### src/rtl/mult_share_arbiter.sv
// mult_share_arbiter: round-robin share of one signed fixed-point multiplier
// between NUM_REQ requesters, with registered multiplier input and output.
//
// Ports:
//   ADC_CLK   - clock, all logic on the rising edge
//   RESET     - synchronous active-high reset
//   ENABLE    - 1 = new grants allowed, 0 = drain in-flight ops only
//   REQ_VALID - per-requester operand valid
//   REQ_READY - per-requester grant (one-hot or zero)
//   REQ_A/B   - flattened operands, requester i at [i*DATA_WIDTH +: DATA_WIDTH]
//   RES_VALID - one-hot result strobe, one cycle
//   RES_ID    - requester index owning RES_DATA
//   RES_DATA  - registered product (A*B) >>> DEC_FORMAT
//   BUSY      - a stage-1 or stage-2 slot holds a valid op
//   OP_COUNT  - completed-operation counter, wraps at 2^32
module mult_share_arbiter #(
    parameter int NUM_REQ    = 4,
    parameter int DATA_WIDTH = 32,
    parameter int OUT_WIDTH  = 14,
    parameter int INT_WIDTH  = 16,
    parameter int BIT_SHIFT  = 0,
    parameter int INT_FORMAT = 2,
    parameter int DEC_FORMAT = 16,
    parameter int ID_WIDTH   = $clog2(NUM_REQ)
) (
    input  logic                            ADC_CLK,
    input  logic                            RESET,
    input  logic                            ENABLE,
    input  logic [NUM_REQ-1:0]              REQ_VALID,
    output logic [NUM_REQ-1:0]              REQ_READY,
    input  logic [NUM_REQ*DATA_WIDTH-1:0]   REQ_A,
    input  logic [NUM_REQ*DATA_WIDTH-1:0]   REQ_B,
    output logic [NUM_REQ-1:0]              RES_VALID,
    output logic [ID_WIDTH-1:0]             RES_ID,
    output logic [DATA_WIDTH-1:0]           RES_DATA,
    output logic                            BUSY,
    output logic [31:0]                     OP_COUNT
);

    // Elaboration-time sanity on the configuration.
    if (NUM_REQ < 2 || OUT_WIDTH < 1 || INT_WIDTH < 1 ||
        BIT_SHIFT < 0 || INT_FORMAT < 0 || DEC_FORMAT < 0 ||
        DEC_FORMAT >= 2 * DATA_WIDTH) begin : g_bad_cfg
        $error("mult_share_arbiter: illegal parameter set");
    end

    logic [ID_WIDTH-1:0]          rr_ptr;
    logic [ID_WIDTH-1:0]          grant_id;
    logic                         grant_any;

    logic                         v1;
    logic                         v2;
    logic [ID_WIDTH-1:0]          id1;
    logic [DATA_WIDTH-1:0]        a1;
    logic [DATA_WIDTH-1:0]        b1;

    logic signed [2*DATA_WIDTH-1:0] prod_full;
    logic signed [2*DATA_WIDTH-1:0] prod_shift;
    logic [DATA_WIDTH-1:0]          mult_p;
    logic                           unused_hi;

    // Scan from the RR pointer upward; first valid requester wins.
    // Only registered state, ENABLE, RESET and REQ_VALID feed this.
    always_comb begin
        int idx;
        idx       = 0;
        grant_any = 1'b0;
        grant_id  = '0;
        REQ_READY = '0;
        if (ENABLE && !RESET) begin
            for (int k = 0; k < NUM_REQ; k++) begin
                idx = (int'(rr_ptr) + k) % NUM_REQ;
                if (!grant_any && REQ_VALID[idx]) begin
                    grant_any = 1'b1;
                    grant_id  = ID_WIDTH'(idx);
                end
            end
        end
        if (grant_any) begin
            REQ_READY[grant_id] = 1'b1;
        end
    end

    // Shared multiplier, fed from the stage-1 registers.
    assign prod_full  = $signed({{DATA_WIDTH{a1[DATA_WIDTH-1]}}, a1}) *
                        $signed({{DATA_WIDTH{b1[DATA_WIDTH-1]}}, b1});
    assign prod_shift = prod_full >>> DEC_FORMAT;
    assign mult_p     = prod_shift[DATA_WIDTH-1:0];
    // Product is truncated to DATA_WIDTH; upper half is discarded.
    assign unused_hi  = ^prod_shift[2*DATA_WIDTH-1:DATA_WIDTH];

    always_ff @(posedge ADC_CLK) begin
        if (RESET) begin
            rr_ptr    <= '0;
            v1        <= 1'b0;
            v2        <= 1'b0;
            id1       <= '0;
            a1        <= '0;
            b1        <= '0;
            RES_VALID <= '0;
            RES_ID    <= '0;
            RES_DATA  <= '0;
            OP_COUNT  <= '0;
        end else begin
            v1 <= grant_any;
            if (grant_any) begin
                a1  <= REQ_A[grant_id*DATA_WIDTH +: DATA_WIDTH];
                b1  <= REQ_B[grant_id*DATA_WIDTH +: DATA_WIDTH];
                id1 <= grant_id;
                if (grant_id == ID_WIDTH'(NUM_REQ - 1)) begin
                    rr_ptr <= '0;
                end else begin
                    rr_ptr <= grant_id + 1'b1;
                end
            end
            v2        <= v1;
            RES_VALID <= '0;
            // Result regs hold their last value between strobes.
            if (v1) begin
                RES_VALID[id1] <= 1'b1;
                RES_ID         <= id1;
                RES_DATA       <= mult_p;
                OP_COUNT       <= OP_COUNT + 32'd1;
            end
        end
    end

    assign BUSY = v1 | v2;

endmodule

### config.mk
export PLATFORM = sky130hd
export DESIGN_NAME = mult_share_arbiter
export DESIGN_NICKNAME = d
export VERILOG_FILES = /design/src/rtl/mult_share_arbiter.sv
export SDC_FILE = /design/constraint.sdc
export NUM_CORES = 2
export LEC_CHECK = 0
export ABC_AREA = 1
export CAP_MARGIN = 15
export CORE_MARGIN = 3
export CORE_UTILIZATION = 53
export DETAILED_ROUTE_END_ITERATION = 10
export PLACE_DENSITY_LB_ADDON = 0.12
export SYNTH_ARGS = -nofsm -noshare
export SYNTH_HDL_FRONTEND = slang
export SYNTH_SLANG_ARGS = --single-unit
export TNS_END_PERCENT = 10
### constraint.sdc
create_clock -name ADC_CLK -period 8.28 [get_ports ADC_CLK]
set_input_delay 1.656 -clock ADC_CLK [delete_from_list [all_inputs] [get_ports ADC_CLK]]
set_output_delay 1.656 -clock ADC_CLK [all_outputs]
set_load 0.01 [all_outputs]
Yosys cells after proc, flatten, opt, wreduce, memory -nomap -nowiden --
Cells that the tools add are included.
Word-level totals: flip-flop bits (word level) 140, output and inout bits 75
Operators by class: add/subtract/negate cells 5, multipliers 1, magnitude comparators 8, equality and inequality tests 1, shifts and indexed selects 2, multiplexer cells 30, bitwise logic cells 5, reductions and logical operators 14
Operators by type and width (count):
- variable part select 128 x 8 -> 32 bit | 2
- multiplier 32 x 32 -> 48 bit | 1
- adder 32 x 1 -> 32 bit, second input constant | 1
- two-way mux 1 bit | 17
- less-than comparator 3 x 4 -> 1 bit, second input constant | 3
- two-way mux 2 bit | 6
- less-than comparator 2 x 3 -> 1 bit, second input constant | 3
- binary-select mux 1 bit (select 2 bit) | 4
- OR reduction 2 bit | 4
- logical AND 1 bit | 6
- adder 2 x 1 -> 2 bit, second input constant | 2
- adder 2 bit, second input constant | 2
- demux 1 bit (select 2 bit) | 2
- greater-or-equal comparator 2 x 1 -> 1 bit, second input constant | 2
- logical NOT 1 bit | 4
- two-way mux 4 bit | 1
- bitwise AND 1 bit, first input constant | 3
- equality test 2 bit, second input constant | 1
- inverter 1 bit | 1
- bitwise OR 1 bit | 1

Depth between registers and ports, before layout --
word-level depth 22, depth in mapped cells 33

Least setup slack after synthesis --
No wires, ideal clock.
path type reg2reg, start point reg a1[31], end point reg RES_DATA[30], data arrival time 6.619 ns, data required time 8.171 ns, setup slack 1.552 ns, stages on the path, launching flop included 26, period minus slack after synthesis 6.728 ns, path through dfxtp_1 clkbuf_1 buf_1 nand2_1 inv_1 fa_1 fa_1 fa_1 inv_1 fa_1 fa_1 fa_1 fa_1 fa_1 inv_1 ha_1 inv_1 nor3_1 nand2_1 nor2_1 nand4_1 o21bai_1 nand4_1 nand3_1 nand2_1 inv_1
Between the ends: word-level cells in the longest chain between the ends 1
RTL lines:
- from (decl) | RTL line 54 | logic [DATA_WIDTH-1:0] a1;
- from (signal assigned) | RTL line 107 | a1 <= REQ_A[grant_id*DATA_WIDTH +: DATA_WIDTH];
- multiplier 32 x 32 -> 48 bit | RTL line 85 | assign prod_full = $signed({{DATA_WIDTH{a1[DATA_WIDTH-1]}}, a1}) *
- to (signal assigned) | RTL line 122 | RES_DATA <= mult_p;
- to (decl) | RTL line 35 | output logic [DATA_WIDTH-1:0] RES_DATA,
Every way passes these cells. A chain may end at the register's enable or synchronous reset.

Worst setup path after layout --
start point reg b1[19], end point reg RES_DATA[30]
Between the ends: word-level cells in the longest chain between the ends 1
RTL lines:
- from (decl) | RTL line 55 | logic [DATA_WIDTH-1:0] b1;
- from (signal assigned) | RTL line 108 | b1 <= REQ_B[grant_id*DATA_WIDTH +: DATA_WIDTH];
- multiplier 32 x 32 -> 48 bit | RTL line 85
Every way passes these cells.

==> summary.md <==
| Metric | Value |
|---|---|
| Count of nets left with antenna violations after detail routing | `0` |
| Max rail drop VDD | `between 200 and 250 µV` |
| Switching Power | `around 4.1 mW` |
| Die outline height | `274 µm` |
| Combined area of all synthesized cells | `between 30000 and 40000 µm²` |
| Per-instance average area after synthesis | `7.40 µm²` |
| Area of the die | `roughly 75000 µm²` |
| Reg clk slew, reported paths | `~0.08 ns` |
| Master cell of the clock root buffer | `sky130_fd_sc_hd__clkbuf_16` |
| Pin count of the biggest net entering global routing | `101` |
| Clock Tree Buf Depth | `2` |
| Max_cap viols | `0` |
| Wire length reported by the detailed router | `about 120 mm` |
| DRC violation count after routing | `0` |
| Number of enable flip-flop cells after synthesis | `0` |
| Most common flop cell mapped by yosys | `sky130_fd_sc_hd__dfxtp_1` |
| Synthesized Nets | `~6400` |
| Synthesized instance count | `~5200` |
| Share of layout cells above drive strength 1 | `3.29%` |
| Number of global-route vias before repair | `between 30000 and 40000` |
| Number of vias per cell | `roughly 5.2` |
| Internal Pwr Total | `~3.3 mW` |
| Status | `completed` |
| Unrepaired setup endpoints after global routing | `false` |
| Hold Startpoint | `a1[22]` |
| WP data arrival | `a little over 8 ns` |
| Number of different library cells in the post-synthesis netlist | `42` |
| Final Cycle Share | `94.2%` |
| Ant. Diodes | `0` |
| Setup repair bufs after CTS | `0` |
| Least setup slack across all paths after layout | `0.484 ns` |
| Switching portion of total power | `a little under three fifths` |
| Leakage power | `23.7 nW` |
| Clock network fraction of design power | `around 11%` |
| Final number of setup-violating endpoints | `0` |
| Power Total | `7.39 mW` |
| First-pass GRT wire length | `about 190 mm` |
| Dpl hpwl | `99.3 mm` |
| Asr flop ratio synth | `0%` |
| Minimum period implied by the final worst setup slack | `around 7.8 ns` |
| Crit path launch | `b1[19]` |
| Count of endpoints failing hold in the final timing report | `0` |
| Post-placement setup slack | `around 0.66 ns` |
| Fmax | `128 MHz` |
| Routed wire per std cell | `around 19 µm` |
| Overflow left after global routing | `0` |
| Placer congestion estimate | `0.993` |
| Number of hold buffers added after cts | `0` |
| Endpoint kind of the worst setup timing path | `flip-flop` |
| Placeable core area | `roughly 71000 µm²` |
| CP max stage cell | `sky130_fd_sc_hd__dfxtp_1` |
| Proportion of synthesized chip area in sequential cells | `between 7 and 8%` |
| Chip width | `approximately 270 µm` |
| Deepest level of the CTS H-tree | `4` |
| Site Rows | `97` |
| Number of storage elements in the synthesis netlist | `140` |
| Setup Skew | `0.0209 ns` |
| Resize count post-CTS | `0` |
| Port-buffer cells | `around 340` |
| Number of max-slew violations in the final report | `0` |
| Relative max-transition margin | `about 29%` |
| CP max stage delay | `1.03 ns` |
| Non-filler instance count after layout | `between 6000 and 7000` |
| Antenna violations before repair | `1` |
| Sequential group share of total power | `between 10% and 20%` |
| Aggregate negative setup slack | `0 ns` |
| Final Net Count | `between 6000 and 7000` |
| Clock tree from TritonCTS | `done` |
| Clock Sink Count | `140` |
| TritonCTS buffer count | `17` |
| Path type of the worst setup path | `reg -> reg` |
| Clock insertion delay at the later pin of the skew report | `around 0.46 ns` |
| Number of buffers and inverters on the critical path | `7` |
| Most used cell along the critical path | `sky130_fd_sc_hd__fa_1` |
| Comb power frac | `76.1%` |
| Worst-Margin Slew | `about 1.1 ns` |
| Total power divided by cell area | `between 150 and 200 nW/µm²` |
| Critical register-to-register path startpoint | `b1[19]` |
| DR vias | `approximately 32000` |
| Violation count after the first detailed-route iteration | `2518` |
| Number of cells in the design after placement | `6258` |
| Count of warnings emitted by yosys | `0` |
| Cell type group with the largest total delay on the critical path | `adder cells` |
| Crit Path Max Fanout | `23` |
| Global-route total usage across every layer | `32.6%` |
| Area grow syn2layout | `12.7%` |
| Initial Utilization | `a little over half` |
| Boundary Pins | `~340` |
| Required time of the critical path | `8.63 ns` |
| Total iterations of the first detailed-routing run | `8` |
| Worst Hold Class | `reg -> reg` |
| Kind of start point of the critical path | `flip-flop` |
## power by group through the flow
stage	sequential [mW]	combinational [mW]	clock [mW]
2_1_floorplan	0.825	3.61	0
3_3_place_gp	0.957	5.49	0
3_5_place_dp	0.955	5.46	0
4_1_cts	0.943	5.57	0.837
5_1_grt	0.953	6.29	0.872
6_report	0.942	5.62	0.826
## area by class of cell
| cell class | count | area (µm²) |
|---|---|---|
| fillers | 6577 | 27700 |
| multi-input cells | 3325 | 28900 |
| well taps | 940 | 1180 |
| clock buffers | 18 | 439 |
| flip-flops and latches | 140 | 2800 |
| inverters | 1395 | 5240 |
| repair buffers | 458 | 4330 |
| clock inverters | 14 | 150 |
## layer usage
metal	wire (µm)	vias up	track usage [%]
met5	13	-	0
met4	3150	2	8.07
met3	9980	150	7.76
met2	54700	1133	52.3
met1	49800	16000	44.8
li1	-	15200	-
## metrics by stage
step                util, %  hold slack [ns]  area, µm²
finish                 60.9            0.468      43100
CTS                    60.9            0.467      43100
global placement       60.0            0.456      42500
global route           60.9            0.517      43100
detailed placement     60.0            0.457      42500
floorplan                 -            0.444      38200
## worst min-delay path: stages (launching register included)
cell and delay [ns]:
sky130_fd_sc_hd__dfxtp_1 0.31, sky130_fd_sc_hd__nand2_1 0.06, sky130_fd_sc_hd__a21oi_1 0.06
## cells by family after synthesis
| kind of cell | Yosys count | synth area share (%) |
|---|---|---|
| and+or+nand+nor | 2016 | 21.6 |
| DFF | 140 | 7.34 |
| AOI/OAI and AO/OA | 278 | 4.07 |
| adders and majority gates | 1006 | 49.4 |
| xor gates and xnor gates | 25 | 0.593 |
| buffers and inverters | 1699 | 17.0 |
## layout by cell type (no fill, tap or decap), drive strengths merged
cell	netlist	final
a21o	17	17
nand3b	6	6
a211oi	2	2
nor4	6	6
clkinv	0	2
nand3	388	388
o21ai	73	73
nor3	24	24
o31ai	1	1
xnor2	8	8
ha	168	168
or2	9	9
and3	2	2
nor3b	3	3
nand2	1383	1383
a31oi	14	14
dfxtp	140	140
fa	838	838
clkbuf	238	18
o311ai	1	1
a21boi	5	5
o21a	9	9
inv	1395	1403
bufinv	0	1
clkinvlp	0	3
a31o	1	1
a221oi	2	2
nor2	170	170
buf	66	122
xor2	17	17
nand4	25	25
a21oi	135	135
o211ai	9	9
o21bai	9	9
clkdlybuf4s50	0	336
## cell usage after synthesis (13+ instances only)
cell / number / area (µm²)
sky130_fd_sc_hd__nand3_1: 388 / 1940
sky130_fd_sc_hd__a21o_1: 17 / 128
sky130_fd_sc_hd__dfxtp_1: 140 / 2800
sky130_fd_sc_hd__nor2_1: 169 / 634
sky130_fd_sc_hd__nor3_1: 24 / 120
sky130_fd_sc_hd__inv_1: 1390 / 5220
sky130_fd_sc_hd__xor2_1: 17 / 149
sky130_fd_sc_hd__buf_4: 13 / 97.6
sky130_fd_sc_hd__ha_1: 168 / 2100
sky130_fd_sc_hd__a21oi_1: 135 / 676
sky130_fd_sc_hd__fa_1: 838 / 16800
sky130_fd_sc_hd__a31oi_1: 14 / 87.6
sky130_fd_sc_hd__clkbuf_1: 238 / 893
sky130_fd_sc_hd__buf_1: 18 / 67.6
sky130_fd_sc_hd__o21ai_0: 70 / 350
sky130_fd_sc_hd__buf_2: 32 / 160
sky130_fd_sc_hd__nand4_1: 25 / 156
sky130_fd_sc_hd__nand2_1: 1380 / 5180
## final timing paths
kind                                endpoint  slack (ns)  cells past startpoint
worst max-delay path            RES_DATA[30]        0.48                     26
worst min-delay path                  a1[22]        0.47                      2
worst max register to register  RES_DATA[30]        0.48                     26
worst min register to register        a1[22]        0.47                      2
## flip-flops by register name, indices dropped and copies added (netlist names)
name       cells
v1             1
a1            32
b1            32
RES_DATA      32
RES_ID         2
rr_ptr         2
v2             1
id1            2
RES_VALID      4
OP_COUNT      32
No activity file was read; power rests on OpenSTA's default activity.
